[src/rtl/tidc_tl_pkg.sv]
//==============================================================================
// Module      : tidc_tl_pkg
// Description : TileLink definitions shared by the L1-to-directory request
//               path. Contains the channel encodings, the data-carrying
//               opcodes, the arbiter state type and the beat-count helper.
// Revision    : 1.0 - initial release
//==============================================================================
`default_nettype none

package tidc_tl_pkg;

    // Channel encodings as they appear on out_channel
    localparam logic CH_A = 1'b0;
    localparam logic CH_C = 1'b1;

    // Data-carrying opcodes. Only these can span multiple beats.
    localparam logic [2:0] A_PUTFULL      = 3'd0;
    localparam logic [2:0] A_PUTPARTIAL   = 3'd1;
    localparam logic [2:0] C_PROBEACKDATA = 3'd5;
    localparam logic [2:0] C_RELEASEDATA  = 3'd7;

    typedef enum logic [0:0] {
        ARB_IDLE   = 1'b0,
        ARB_LOCKED = 1'b1
    } arb_state_e;

    // Number of beats a message occupies. Non-data messages and data
    // messages no larger than one beat take a single beat.
    function automatic logic [31:0] beat_count(
        input logic [2:0]  opcode,
        input logic        channel,
        input int unsigned size,
        input int unsigned beat_bytes_log2
    );
        logic is_data;
        if (channel == CH_A) begin
            is_data = (opcode == A_PUTFULL) || (opcode == A_PUTPARTIAL);
        end else begin
            is_data = (opcode == C_PROBEACKDATA) || (opcode == C_RELEASEDATA);
        end
        if (!is_data || (size <= beat_bytes_log2)) begin
            return 32'd1;
        end
        return 32'd1 << (size - beat_bytes_log2);
    endfunction

endpackage

`default_nettype wire

[src/rtl/tl_rr_pick.sv]
//==============================================================================
// Module      : tl_rr_pick
// Description : N-way round-robin selector. Picks the first asserted request
//               searching upward from i_ptr+1 (modulo N).
// Ports       : i_req   - request vector
//               i_ptr   - index of the most recently served requester
//               o_grant - one-hot grant (all zero when nothing requests)
//               o_idx   - binary index of the granted requester
//               o_any   - at least one request is asserted
// Revision    : 1.0 - initial release
//==============================================================================
`default_nettype none

module tl_rr_pick #(
    parameter int N     = 2,
    parameter int IDX_W = 1
) (
    input  logic [N-1:0]     i_req,
    input  logic [IDX_W-1:0] i_ptr,
    output logic [N-1:0]     o_grant,
    output logic [IDX_W-1:0] o_idx,
    output logic             o_any
);

    logic [IDX_W-1:0] w_cand;

    // Offsets 1..N cover every requester once, ending on i_ptr itself so a
    // lone requester is always found regardless of the pointer.
    always_comb begin
        o_idx  = '0;
        o_any  = 1'b0;
        w_cand = '0;
        for (int k = 1; k <= N; k++) begin
            w_cand = IDX_W'((32'(i_ptr) + 32'(k)) % 32'(N));
            if (!o_any && i_req[w_cand]) begin
                o_any = 1'b1;
                o_idx = w_cand;
            end
        end
    end

    assign o_grant = o_any ? (N'(1) << o_idx) : '0;

endmodule

`default_nettype wire

[src/rtl/tl_burst_arbiter.sv]
//==============================================================================
// Module      : tl_burst_arbiter
// Description : Shares one directory/L2 request port between the Channel A
//               and Channel C streams of NUM_MASTERS L1 masters. C has
//               priority over A, masters within a channel are served
//               round-robin, and multi-beat data messages hold the grant
//               until their last beat transfers.
// Ports       : a_* / c_*   - per-master packed Channel A / Channel C inputs
//                             and per-master ready outputs
//               out_*       - granted beat towards the directory input stage
//               busy        - a multi-beat message is in progress
// Options     : TL_ARB_ANTISTARVE_EN - after STARVE_LIMIT consecutive C
//               messages completed while A is pending, the next idle
//               decision goes to A.
// Revision    : 1.0 - initial release
//==============================================================================
`default_nettype none

module tl_burst_arbiter
    import tidc_tl_pkg::*;
#(
    parameter int NUM_MASTERS  = 2,
    parameter int PAYLOAD_W    = 96,
    parameter int BEAT_BYTES   = 8,
    parameter int SIZE_W       = 4,
    parameter int STARVE_LIMIT = 4
) (
    input  logic                              clk,
    input  logic                              rst_n,
    input  logic [NUM_MASTERS-1:0]            a_valid_i,
    output logic [NUM_MASTERS-1:0]            a_ready_o,
    input  logic [3*NUM_MASTERS-1:0]          a_opcode_i,
    input  logic [SIZE_W*NUM_MASTERS-1:0]     a_size_i,
    input  logic [PAYLOAD_W*NUM_MASTERS-1:0]  a_payload_i,
    input  logic [NUM_MASTERS-1:0]            c_valid_i,
    output logic [NUM_MASTERS-1:0]            c_ready_o,
    input  logic [3*NUM_MASTERS-1:0]          c_opcode_i,
    input  logic [SIZE_W*NUM_MASTERS-1:0]     c_size_i,
    input  logic [PAYLOAD_W*NUM_MASTERS-1:0]  c_payload_i,
    output logic                              out_valid,
    input  logic                              out_ready,
    output logic                              out_channel,
    output logic [$clog2(NUM_MASTERS)-1:0]    out_master_id,
    output logic [2:0]                        out_opcode,
    output logic [SIZE_W-1:0]                 out_size,
    output logic [PAYLOAD_W-1:0]              out_payload,
    output logic                              out_first,
    output logic                              out_last,
    output logic                              busy
);

    localparam int IDX_W  = $clog2(NUM_MASTERS);
    localparam int BB_LOG = $clog2(BEAT_BYTES);
    // Largest message is 2^(2^SIZE_W-1) bytes; the counter holds that
    // many beats.
    localparam int CNT_W  = (1 << SIZE_W) - BB_LOG;
    localparam int STV_W  = $clog2(STARVE_LIMIT + 1);

    arb_state_e             r_state;
    logic                   r_lock_ch;
    logic [IDX_W-1:0]       r_lock_mst;
    logic [CNT_W-1:0]       r_remaining;
    logic [IDX_W-1:0]       r_ptr_a;
    logic [IDX_W-1:0]       r_ptr_c;

    logic [2:0]             w_a_op  [NUM_MASTERS];
    logic [2:0]             w_c_op  [NUM_MASTERS];
    logic [SIZE_W-1:0]      w_a_sz  [NUM_MASTERS];
    logic [SIZE_W-1:0]      w_c_sz  [NUM_MASTERS];
    logic [PAYLOAD_W-1:0]   w_a_pl  [NUM_MASTERS];
    logic [PAYLOAD_W-1:0]   w_c_pl  [NUM_MASTERS];

    logic [NUM_MASTERS-1:0] w_a_onehot;
    logic [NUM_MASTERS-1:0] w_c_onehot;
    logic [IDX_W-1:0]       w_a_idx;
    logic [IDX_W-1:0]       w_c_idx;
    logic                   w_a_any;
    logic                   w_c_any;

    logic                   w_ch;
    logic [IDX_W-1:0]       w_mst;
    logic [NUM_MASTERS-1:0] w_onehot;
    logic                   w_valid;
    logic [CNT_W-1:0]       w_beats;
    logic                   w_accept;
    logic [STV_W-1:0]       w_starve_cnt;
    logic                   w_force_a;

    for (genvar g = 0; g < NUM_MASTERS; g++) begin : g_unpack
        assign w_a_op[g] = a_opcode_i[g*3 +: 3];
        assign w_c_op[g] = c_opcode_i[g*3 +: 3];
        assign w_a_sz[g] = a_size_i[g*SIZE_W +: SIZE_W];
        assign w_c_sz[g] = c_size_i[g*SIZE_W +: SIZE_W];
        assign w_a_pl[g] = a_payload_i[g*PAYLOAD_W +: PAYLOAD_W];
        assign w_c_pl[g] = c_payload_i[g*PAYLOAD_W +: PAYLOAD_W];
    end

    tl_rr_pick #(.N(NUM_MASTERS), .IDX_W(IDX_W)) u_pick_a (
        .i_req   (a_valid_i),
        .i_ptr   (r_ptr_a),
        .o_grant (w_a_onehot),
        .o_idx   (w_a_idx),
        .o_any   (w_a_any)
    );

    tl_rr_pick #(.N(NUM_MASTERS), .IDX_W(IDX_W)) u_pick_c (
        .i_req   (c_valid_i),
        .i_ptr   (r_ptr_c),
        .o_grant (w_c_onehot),
        .o_idx   (w_c_idx),
        .o_any   (w_c_any)
    );

    // Grant selection: the lock wins outright; otherwise C beats A unless
    // the anti-starvation counter has tripped.
    always_comb begin
        w_ch     = CH_A;
        w_mst    = '0;
        w_onehot = '0;
        w_valid  = 1'b0;
        if (r_state == ARB_LOCKED) begin
            w_ch     = r_lock_ch;
            w_mst    = r_lock_mst;
            w_onehot = NUM_MASTERS'(1) << r_lock_mst;
            w_valid  = (r_lock_ch == CH_C) ? c_valid_i[r_lock_mst] : a_valid_i[r_lock_mst];
        end else if (w_c_any && !w_force_a) begin
            w_ch     = CH_C;
            w_mst    = w_c_idx;
            w_onehot = w_c_onehot;
            w_valid  = 1'b1;
        end else begin
            w_ch     = CH_A;
            w_mst    = w_a_idx;
            w_onehot = w_a_onehot;
            w_valid  = w_a_any;
        end
    end

    assign out_channel   = w_ch;
    assign out_master_id = w_mst;
    assign out_opcode    = (w_ch == CH_C) ? w_c_op[w_mst] : w_a_op[w_mst];
    assign out_size      = (w_ch == CH_C) ? w_c_sz[w_mst] : w_a_sz[w_mst];
    assign out_payload   = (w_ch == CH_C) ? w_c_pl[w_mst] : w_a_pl[w_mst];

    // Only meaningful in IDLE, where the current beat is a first beat.
    assign w_beats   = CNT_W'(beat_count(out_opcode, w_ch, 32'(out_size), 32'(BB_LOG)));

    assign out_first = (r_state == ARB_IDLE);
    assign out_last  = (r_state == ARB_IDLE) ? (w_beats == CNT_W'(1))
                                             : (r_remaining == CNT_W'(1));
    assign busy      = (r_state == ARB_LOCKED);

    // rst_n gates the handshake directly so nothing transfers while held.
    assign out_valid = rst_n & w_valid;
    assign w_accept  = out_valid & out_ready;
    assign a_ready_o = (rst_n && out_ready && (w_ch == CH_A)) ? w_onehot : '0;
    assign c_ready_o = (rst_n && out_ready && (w_ch == CH_C)) ? w_onehot : '0;

`ifdef TL_ARB_ANTISTARVE_EN
    logic [STV_W-1:0] r_starve_cnt;

    always_ff @(posedge clk or negedge rst_n) begin
        if (!rst_n) begin
            r_starve_cnt <= '0;
        end else if (!w_a_any) begin
            r_starve_cnt <= '0;
        end else if (w_accept && out_last) begin
            if (w_ch == CH_A) begin
                r_starve_cnt <= '0;
            end else if (r_starve_cnt != STV_W'(STARVE_LIMIT)) begin
                r_starve_cnt <= r_starve_cnt + STV_W'(1);
            end
        end
    end

    assign w_starve_cnt = r_starve_cnt;
`else
    assign w_starve_cnt = '0;
`endif

    assign w_force_a = w_a_any && (w_starve_cnt >= STV_W'(STARVE_LIMIT));

    always_ff @(posedge clk or negedge rst_n) begin
        if (!rst_n) begin
            r_state     <= ARB_IDLE;
            r_lock_ch   <= CH_A;
            r_lock_mst  <= '0;
            r_remaining <= '0;
            r_ptr_a     <= IDX_W'(NUM_MASTERS - 1);
            r_ptr_c     <= IDX_W'(NUM_MASTERS - 1);
        end else if (w_accept) begin
            case (r_state)
                ARB_IDLE: begin
                    if (w_beats != CNT_W'(1)) begin
                        r_state     <= ARB_LOCKED;
                        r_lock_ch   <= w_ch;
                        r_lock_mst  <= w_mst;
                        r_remaining <= w_beats - CNT_W'(1);
                    end
                end
                ARB_LOCKED: begin
                    r_remaining <= r_remaining - CNT_W'(1);
                    if (r_remaining == CNT_W'(1)) begin
                        r_state <= ARB_IDLE;
                    end
                end
            endcase
            // Pointer advances only once the whole message has gone.
            if (out_last) begin
                if (w_ch == CH_C) begin
                    r_ptr_c <= w_mst;
                end else begin
                    r_ptr_a <= w_mst;
                end
            end
        end
    end

endmodule

`default_nettype wire

[config.mk]
export PLATFORM = sky130hd
export DESIGN_NAME = tl_burst_arbiter
export DESIGN_NICKNAME = d
export VERILOG_FILES = /design/src/rtl/tidc_tl_pkg.sv /design/src/rtl/tl_rr_pick.sv /design/src/rtl/tl_burst_arbiter.sv
export SDC_FILE = /design/constraint.sdc
export NUM_CORES = 1
export LEC_CHECK = 0
export ABC_CLOCK_PERIOD_IN_PS = 4700
export CELL_PAD_IN_SITES_DETAIL_PLACEMENT = 1
export CELL_PAD_IN_SITES_GLOBAL_PLACEMENT = 1
export CORE_AREA = 2 2 207 209
export CTS_CLUSTER_DIAMETER = 200
export DETAILED_ROUTE_END_ITERATION = 6
export DIE_AREA = 0 0 209 211
export PLACE_DENSITY_LB_ADDON = 0.15
export SYNTH_ARGS = -nofsm -noshare
export SYNTH_HDL_FRONTEND = slang
export SYNTH_SLANG_ARGS = --single-unit
[constraint.sdc]
create_clock -name clk -period 4.7 [get_ports clk]
set_input_delay 0.705 -clock clk [delete_from_list [all_inputs] [get_ports clk]]
set_output_delay 0.705 -clock clk [all_outputs]
set_load 0.1 [all_outputs]
Word-level counts from Yosys, hierarchy flattened
Cells that the tools add are included.
W data, S select, Z words.
{"block": "classes", "order_cmp": 7, "n_bitwise": 5, "reduce_logical": 16, "mux": 63, "eq_ne": 7, "addsub": 7, "shift": 4}
{"op": "$mux W96", "n": 7}
{"op": "$mux W13", "n": 3}
{"op": "$mux W1", "n": 32}
{"op": "$shl A1 B32 Y13 const A", "n": 1}
{"op": "$mux W4", "n": 7}
{"op": "$eq A13 B1 Y1 const B", "n": 2}
{"op": "$pmux W13 S2", "n": 1}
{"op": "$sub A13 B1 Y13 const B", "n": 2}
{"op": "$mux W3", "n": 7}
{"op": "$ne A13 B1 Y1 const B", "n": 1}
{"op": "$lt A1 B2 Y1 const B", "n": 5}
{"op": "$mux W2", "n": 5}
{"op": "$reduce_and A3 Y1", "n": 3}
{"op": "$eq A3 B3 Y1 const B", "n": 2}
{"op": "$shl A1 B1 Y2 const A", "n": 3}
{"op": "$logic_and A1 B1 Y1", "n": 5}
{"op": "$sub A4 B2 Y5 const B", "n": 1}
{"op": "$add A1 B1 Y1 const B", "n": 4}
{"op": "$le A4 B2 Y1 const B", "n": 1}
{"op": "$eq A3 B1 Y1 const B", "n": 1}
{"op": "$logic_not A1 Y1", "n": 3}
{"op": "$logic_not A3 Y1", "n": 1}
{"op": "$logic_or A1 B1 Y1", "n": 3}
{"op": "$and A1 B1 Y1", "n": 2}
{"op": "other kinds (6)", "n": 7}
{"block": "totals", "output_inout_bits": 113, "regBits": 18, "in_bits": 419, "wordCells": 115}

Logic depth before layout (Yosys ltp)
Gate-level depths: netlist of the first run.
{"block": "depth", "depth_word": 24, "ltp_mapped": 22, "mapped_depth_nobuf": 16}

Hierarchy
A second synthesis of the first run with hierarchy kept.
{"block": "hier_totals", "cells_unflattened": 914, "hier_area_um2": 5022.3}
{"module": "tl_burst_arbiter", "n_inst": 1, "seq_area_each_um2": 452.9, "area_each_um2": 4957.3, "cells_per_inst": 904}
{"module": "tl_rr_pick", "n_inst": 2, "seq_area_each_um2": 0.0, "area_each_um2": 32.5, "cells_per_inst": 5}

Worst setup path before layout of the first run
Ideal clock, no wire load.
{"block": "synth_path", "kind": "reg2out", "from": "register r_state (netlist: busy)", "to": "output out_last", "required_ps": 3995, "n_path_buf": 5, "stages_incl_launch_ff": 20, "arrival_time_ps": 7739, "path_slack_ps": -3744, "cell_sequence": "dfrtp_1 buf_6 inv_2 a31o_1 or2_1 buf_2 inv_2 clkbuf_1 clkbuf_1 nand2_1 a31oi_1 ha_1 clkbuf_1 o211ai_1 o22ai_1 nand2_1 or4_1 ha_1 nand4_1 nand2_1"}
{"block": "synth_between", "word_cells_on_any_way": 33, "cone_classes": "1 x add/sub; 1 x order compare; 4 x eq/ne; 1 x shift; 20 x mux; 1 x bitwise; 5 x reduce/logical"}
{"item": "from (decl)", "line_no": "tl_burst_arbiter.sv:59", "source": "arb_state_e r_state;"}
{"item": "from (signal assigned)", "line_no": "tl_burst_arbiter.sv:185", "source": "r_state <= ARB_IDLE;"}
{"item": "from (signal assigned)", "line_no": "tl_burst_arbiter.sv:195", "source": "r_state <= ARB_LOCKED;"}
{"item": "from (signal assigned)", "line_no": "tl_burst_arbiter.sv:204", "source": "r_state <= ARB_IDLE;"}
{"item": "$mux W1 *", "line_no": "tl_burst_arbiter.sv:121", "source": "if (r_state == ARB_LOCKED) begin"}
{"item": "via out_master_id", "line_no": "tl_burst_arbiter.sv:43", "source": "output logic [$clog2(NUM_MASTERS)-1:0] out_master_id,"}
{"item": "$not A1 Y2 (implied by the code) *", "line_no": "tl_burst_arbiter.sv:142", "source": "assign out_size = (w_ch == CH_C) ? w_c_sz[w_mst] : w_a_sz[w_mst];"}
{"item": "$mux W4 (implied by the code) (3 in series)", "line_no": "tl_burst_arbiter.sv:142"}
{"item": "$mux W4 *", "line_no": "tl_burst_arbiter.sv:142"}
{"item": "via out_size[1]", "line_no": "tl_burst_arbiter.sv:45", "source": "output logic [SIZE_W-1:0] out_size,"}
{"item": "$le A4 B2 Y1", "line_no": "tidc_tl_pkg.sv:41", "source": "if (!is_data || (size <= beat_bytes_log2)) begin"}
{"item": "$logic_or A1 B1 Y1", "line_no": "tidc_tl_pkg.sv:41"}
{"item": "$mux W1", "line_no": "tidc_tl_pkg.sv:41"}
{"item": "$mux W13 *", "line_no": "tidc_tl_pkg.sv:44", "source": "return 32'd1 << (size - beat_bytes_log2);"}
{"item": "$eq A13 B1 Y1 *", "line_no": "tl_burst_arbiter.sv:149", "source": "assign out_last = (r_state == ARB_IDLE) ? (w_beats == CNT_W'(1))"}
{"item": "$mux W1 *", "line_no": "tl_burst_arbiter.sv:149"}
{"item": "to (decl)", "line_no": "tl_burst_arbiter.sv:48", "source": "output logic out_last,"}
Mark *: on every way through the listed nets, which the timed path passes. The rest lies on a longest branch. The select of a mux whose other input is x is not followed.

Final worst setup path of the first run
{"block": "layout_path", "from": "input a_valid_i[1]", "to": "output out_last"}
{"block": "layout_between", "elab_chain_len": 22, "word_cells_on_any_way": 42, "cone_classes": "1 x add/sub; 1 x order compare; 4 x eq/ne; 1 x shift; 27 x mux; 1 x bitwise; 7 x reduce/logical"}
{"item": "from (decl)", "line_no": "tl_burst_arbiter.sv:30", "source": "input logic [NUM_MASTERS-1:0] a_valid_i,"}
{"item": "$mux W1 (implied by the code) (2 in series)", "line_no": "tl_rr_pick.sv:35", "source": "if (!o_any && i_req[w_cand]) begin"}
{"item": "$mux W1", "line_no": "tl_rr_pick.sv:35"}
{"item": "$logic_not A1 Y1", "line_no": "tl_rr_pick.sv:35"}
{"item": "$logic_and A1 B1 Y1", "line_no": "tl_rr_pick.sv:35"}
{"item": "$mux W1 *", "line_no": "tl_rr_pick.sv:35"}
{"item": "$mux W1 *", "line_no": "tl_burst_arbiter.sv:126", "source": "end else if (w_c_any && !w_force_a) begin"}
{"item": "$mux W1 *", "line_no": "tl_burst_arbiter.sv:121"}
{"item": "$not A1 Y2 (implied by the code) *", "line_no": "tl_burst_arbiter.sv:141, tl_burst_arbiter.sv:142"}
{"item": "[... 5 more ...]"}
{"item": "$logic_or A1 B1 Y1 (on tied branches)", "line_no": "tidc_tl_pkg.sv:37, tidc_tl_pkg.sv:39"}
{"item": "$mux W1", "line_no": "tidc_tl_pkg.sv:36", "source": "if (channel == CH_A) begin"}
{"item": "$logic_not A1 Y1", "line_no": "tidc_tl_pkg.sv:41"}
{"item": "$logic_or A1 B1 Y1", "line_no": "tidc_tl_pkg.sv:41"}
{"item": "$mux W1", "line_no": "tidc_tl_pkg.sv:41"}
{"item": "$mux W13 *", "line_no": "tidc_tl_pkg.sv:44"}
{"item": "$eq A13 B1 Y1 *", "line_no": "tl_burst_arbiter.sv:149"}
{"item": "$mux W1 *", "line_no": "tl_burst_arbiter.sv:149"}
Every way passes the cells marked *; elsewhere a longest branch is shown, timed or not. The select of a mux whose other input is x is not followed.

==> results of run 1 <==
## critical path, stage by stage
cell and delay [ns]:
dlymetal6s2s_1 0.14, a21boi_2 0.15, buf_4 0.14, nor3_2 0.17
or2_4 0.21, nand2_1 0.06, and3_4 0.18, a31oi_4 0.19
ha_4 0.16, o211ai_1 0.09, o22ai_2 0.22, nand2_1 0.09
or4_4 0.57, ha_4 0.19, nand4_1 0.18, nand2_4 0.08
buf_12 0.17
## metal layers
metal | part of all wire, % | wire length [µm]
met1 | 41 | 17500
met2 | 50 | 21100
met3 | 7.2 | 3030
met4 | 1.2 | 523
met5 | 0.26 | 111
## synth_stat cells (all sizes together), types with 3 or more instances
library cell,instances
nor3,22
xnor2,3
nor2,14
a221oi,4
mux2i,6
nand2,424
o221ai,3
o31a,3
nand3,9
inv,13
nand2b,6
a31oi,101
mux2,6
o21ai,18
nand4,7
a21oi,13
and2,3
dfrtp,16
o211ai,5
ha,5
and3,104
buf,16
clkbuf,62
o211a,4
## logic make-up after synthesis
kind of cell | count (synthesis) | synth area share [%]
and+or+nand+nor | 600 | 53.4
xor gates and xnor gates | 5 | 0.889
DFF | 18 | 9.19
buffers and inverters | 92 | 7.34
adders and majority gates | 5 | 1.27
muxes | 13 | 3.12
AOI/OAI and AO/OA | 174 | 24.7
## per-stage QoR
step	area [µm²]	setup WS, ns
6_report	12300	0.273
5_1_grt	12300	0.0919
4_1_cts	12300	0.0149
3_3_place_gp	12200	-0.000367
3_5_place_dp	12200	-0.0543
2_1_floorplan	5070	-0.640
## state kept, by name, summed over array words and instances, names as in the netlist
name,flops
busy,1
r_ptr_a,1
r_lock_ch,1
r_lock_mst,1
r_ptr_c,1
r_remaining,13
## how the worst max path moves through the flow
stage / end / cells past startpoint / slack [ns]
floorplan: out_last / 20 / -0.64
global placement: out_last / 18 / -0.0004
detailed placement: out_last / 17 / -0.05
CTS: out_last / 17 / 0.01
global route: out_last / 17 / 0.09
finish: out_last / 17 / 0.27
## layout make-up
class | count | area [µm²]
Timing Repair Buffer | 586 | 6860
Tap cell | 539 | 674
Inverter | 14 | 61.3
Antenna cell | 2 | 5.00
Fill cell | 5035 | 29400
Sequential cell | 18 | 457
Clock buffer | 4 | 88.8
Multi-Input combinational cell | 797 | 4200
## what timing repair did
item / in CTS / in global routing
endpoints found under the hold margin: 0 / 0
gates resized for setup: 1 / 9
pin swaps: 1 / 8
setup endpoints to repair: 1 / 14
setup buffers: 1 / 2
==> results.yml, run 1 <==
grt:
  antenna_found_initial: 10
  grt_busiest_layer: "met2"
  use_met2_pct: 32.1
  met1_usage_pct: 21.6
  grtUsageMet3_pct: 5.00
  track_usage_pct: 17.9
  grt-ovfl-total: 0
  grt_max_degree: 106
  grt_pass1_wl_um: 60200
  grt_pass1_vias: 8815
synthesis:
  synth_seq_cells: 18
  yosysUniqueCellTypes: 63
  synthArstFlopShare_pct: 100
  synth_area_um2: 4930
  synth_top_area_share_pct: 32.2
  synthCells: 907
  yosys.area.top_type: "nand2_1"
  avgSynthCellArea_um2: 5.43
  synth_edf_count: 0
  synth_ff_type: "dfrtp_1"
  syn-num-nets: 1331
  synthTopCellsByArea: "nand2_1, and3_1, a31oi_1, dfrtp_1, clkbuf_1"
  ys_warn_count: 0
  yosysSeqAreaShare_pct: 9.19
layout:
  layoutNonFillerInstCount: 1960
  final_cell_mix: "nand2_1, clkdlybuf4s50_1, buf_12"
  nets: 1844
  fin_util_pct: 29.6
  drive_above_1_share_pct: 14.5
  area_delta_synth_final_pct: 151
  final_common_cell: "nand2_1"
floorplan:
  die_y_um: 211
  core_um2: 41800
  die_x_um: 209
  initial_utilization_pct: 11.8
  io_pins: 532
  rows: 75
  die-area_um2: 44100
placed_design:
  globalplace.congestion: 0.830
  io_buffers: 531
  place_inst: 1951
  dp_hpwl_um: 34100
worst_hold_path:
  hold_depth: 2
  hp-start: "r_remaining[10]"
  hp-class: "flip-flop to flip-flop"
  holdPathEnd: "r_remaining[10]"
clock_tree:
  clkTransAtPathRegs_ns: 0.06
  htree_levels: 1
  cts_tree: "yes"
  cts_sinks: 18
  hold_buffers: 0
  clock_path_buffers: 2
  cts_buffers: 3
  insertion_delay_ns: 0.25
  cts_root_buffer: "clkbuf_16"
setup_path:
  crit_type: "input port to output pin"
  r2r_start: "busy"
  crit_start: "a_valid_i[1]"
  regToRegSetupSlack_ns: 0.64
  r2r_cells: 17
  cp-end-kind: "output pin"
  critical_path_arrival_ns: 3.72
  reg2reg_to: "r_lock_ch"
  cp.required_ns: 3.99
  critPathLaunchType: "input port"
  worstPathMaxFanout: 4
timing:
  fin_crit_sh_pct: 94.2
  setup_viol: 0
  worst_pin_slew_ns: 1.00
  maxSlewHeadroom_pct: 32.9
  finalSetupTns_ns: 0
  rsz0062_at_grt: "no"
  period_minus_slack_ns: 4.43
  fin_skew_ns: 0.00285
  whs_ns: 0.586
  clock.fmax_mhz: 226
  slew_viol_final: 0
  final_hold_viol_count: 0
drt:
  wirelength_um: 42200
  vias: 8554
  first_pass_iters: 4
  vias_per_cell: 4.36
  ant_nets: 0
  drtIter0Drc: 359
  routedWlPerCell_um: 21.5
  drc: 0
run:
  max_cap_violations: 0
outcome:
  status: "finished clean"
Power of run 1 is left out: the tool's default activity adds up to more than one toggle a clock period on the data nets, which glitch-free logic cannot reach.
==> run 2: changes to the inputs <==
GPL_ROUTABILITY_DRIVEN = 0   (was not set)
SLEW_MARGIN = 20   (was not set)
==> results of run 2 <==
The final DEF is identical to that of run 1; final timing and power are the same.
Power of run 2 is left out for the same reason.
==> run 3: changes to the inputs <==
CORE_AREA = 5 5 205 207   (was 2 2 207 209)
DIE_AREA = 0 0 210 212   (was 0 0 209 211)
PLACE_DENSITY = 0.64   (was not set)
PLACE_DENSITY_LB_ADDON = not set   (was 0.15)
==> run 3 against run 2 <==
  * Global-route usage decreased by 2.2 points
  * Critical path type is now flip-flop to output pin
  * Non-clock buffer count rose by 7
  * Utilization increased by 1.3 points
  * Sequential share of layout area hardly changed
==> results.yml, run 3 (synthesis gave the netlist of run 1 again) <==
outcome:
  status: "finished clean"
timing:
  worst_pin_slew_ns: 0.994
  slew_viol_final: 0
  setup_viol: 0
  period_minus_slack_ns: 4.35
  fin_crit_sh_pct: 92.5
  finalSetupTns_ns: 0
  fin_skew_ns: 0.00218
  rsz0062_at_grt: "no"
  clock.fmax_mhz: 230
  final_hold_viol_count: 0
  maxSlewHeadroom_pct: 33.6
setup_path:
  crit_type: "flip-flop to output pin"
  cp_slowest_cell: "dfrtp_4"
  critical_path_arrival_ns: 3.64
  worst_path_largest_cell_delay_ns: 0.59
  cp.required_ns: 3.99
  worstPathMaxFanout: 21
  cp_num_buf_inv: 2
  crit_path_cell_trace: "nor2b_1, a31o_1, or2_4, inv_6, nand2_2, and3_4, a31oi_4, ha_2, o211ai_1, o22ai_2, nand2_1, or4_4, ha_4, nand4_1, nand2_4, buf_12"
  cp-end-kind: "output pin"
  critPathLaunchType: "flip-flop"
  critical-path-top-delay-family: "simple AND/OR/NAND/NOR gates"
clock_tree:
  cts_root_buffer: "clkbuf_16"
  clkTransAtPathRegs_ns: 0.06
  clock_path_buffers: 2
  insertion_delay_ns: 0.25
  htree_levels: 1
  cts_buffers: 3
  cts_sinks: 18
  cts_tree: "yes"
floorplan:
  core_um2: 40200
  die-area_um2: 44500
  rows: 74
  die_y_um: 212
  initial_utilization_pct: 12.3
  die_x_um: 210
  io_pins: 532
grt:
  grt_max_degree: 137
  grt-ovfl-total: 0
  grt_pass1_wl_um: 55600
  antenna_found_initial: 4
  track_usage_pct: 15.6
  grt_pass1_vias: 9066
drt:
  drtIter0Drc: 416
  drc: 0
  ant_nets: 0
  routedWlPerCell_um: 19.6
  vias: 8589
  first_pass_iters: 4
  wirelength_um: 38400
  vias_per_cell: 4.38
layout:
  nets: 1851
  area_delta_synth_final_pct: 151
  largest_reg_flops: 13
  drive_above_1_share_pct: 14.9
  fillers: 4922
  layoutNonFillerInstCount: 1960
  final_cell_area_um2: 12400
  final_common_cell: "nand2_1"
  largest-register: "r_remaining"
  final_cell_mix: "nand2_1, clkdlybuf4s50_1, buf_12"
run:
  max_cap_violations: 0
placed_design:
  post_dp_cell_area_um2: 12300
  place_inst: 1951
  io_buffers: 531
  dp_hpwl_um: 31400
worst_hold_path:
  hp-class: "flip-flop to flip-flop"
## run 3: worst register-to-register path, delay by kind of cell, from the launching register on
kind            cells  cell delay (ns)
fa+ha+maj           2             0.38
compound gates      6             1.22
buf+inv             4             0.48
simple gates        6             1.24
flops               1             0.59
## run 3: through the flow
step           worst slack [ns]  hold WS, ns  util, %
4_1_cts                 0.00191        0.593     30.8
3_5_place_dp             -0.108        0.578     30.5
3_3_place_gp            -0.0111        0.567     30.5
5_1_grt                   0.205        0.625     30.8
2_1_floorplan            -0.640        0.409        -
6_report                  0.353        0.592     30.8
## run 3: layout make-up
class / instances / area, µm² / share of cell area (%)
sequential: 18 / 457 / 3.69
multi-input combinational: 797 / 4190 / 33.8
tap: 532 / 666 / 5.37
antenna: 2 / 5.00 / 0.0404
timing repair buffer: 593 / 6930 / 55.9
inverter: 14 / 60.1 / 0.485
clock buffer: 4 / 88.8 / 0.717
## run 3: path summary, 6_finish.rpt
kind	to	slack, ns	cells past startpoint	start
hold reg to reg	r_remaining[10]	0.59	2	r_remaining[10]
min in group asynchronous	r_lock_mst	0.81	2	rst_n
setup reg to reg	r_remaining[4]	0.69	18	busy
setup / recovery	out_last	0.35	16	busy
hold / removal	r_remaining[10]	0.59	2	r_remaining[10]
max in group asynchronous	r_ptr_a	3.62	2	rst_n
## run 3: metal layers
metal	track usage, %	wire [µm]
met2	28.1	19000
met4	2.18	599
met1	19.0	15800
met5	0	13
met3	4.63	3000
## run 3: timing repair
item                       in CTS  in global routing
pin swaps                       1                  4
setup endpoints to repair       1                  2
setup buffers                   1                  2
hold buffers                    0                  0
resized for setup               3                  4
Power of run 3 is left out for the same reason.
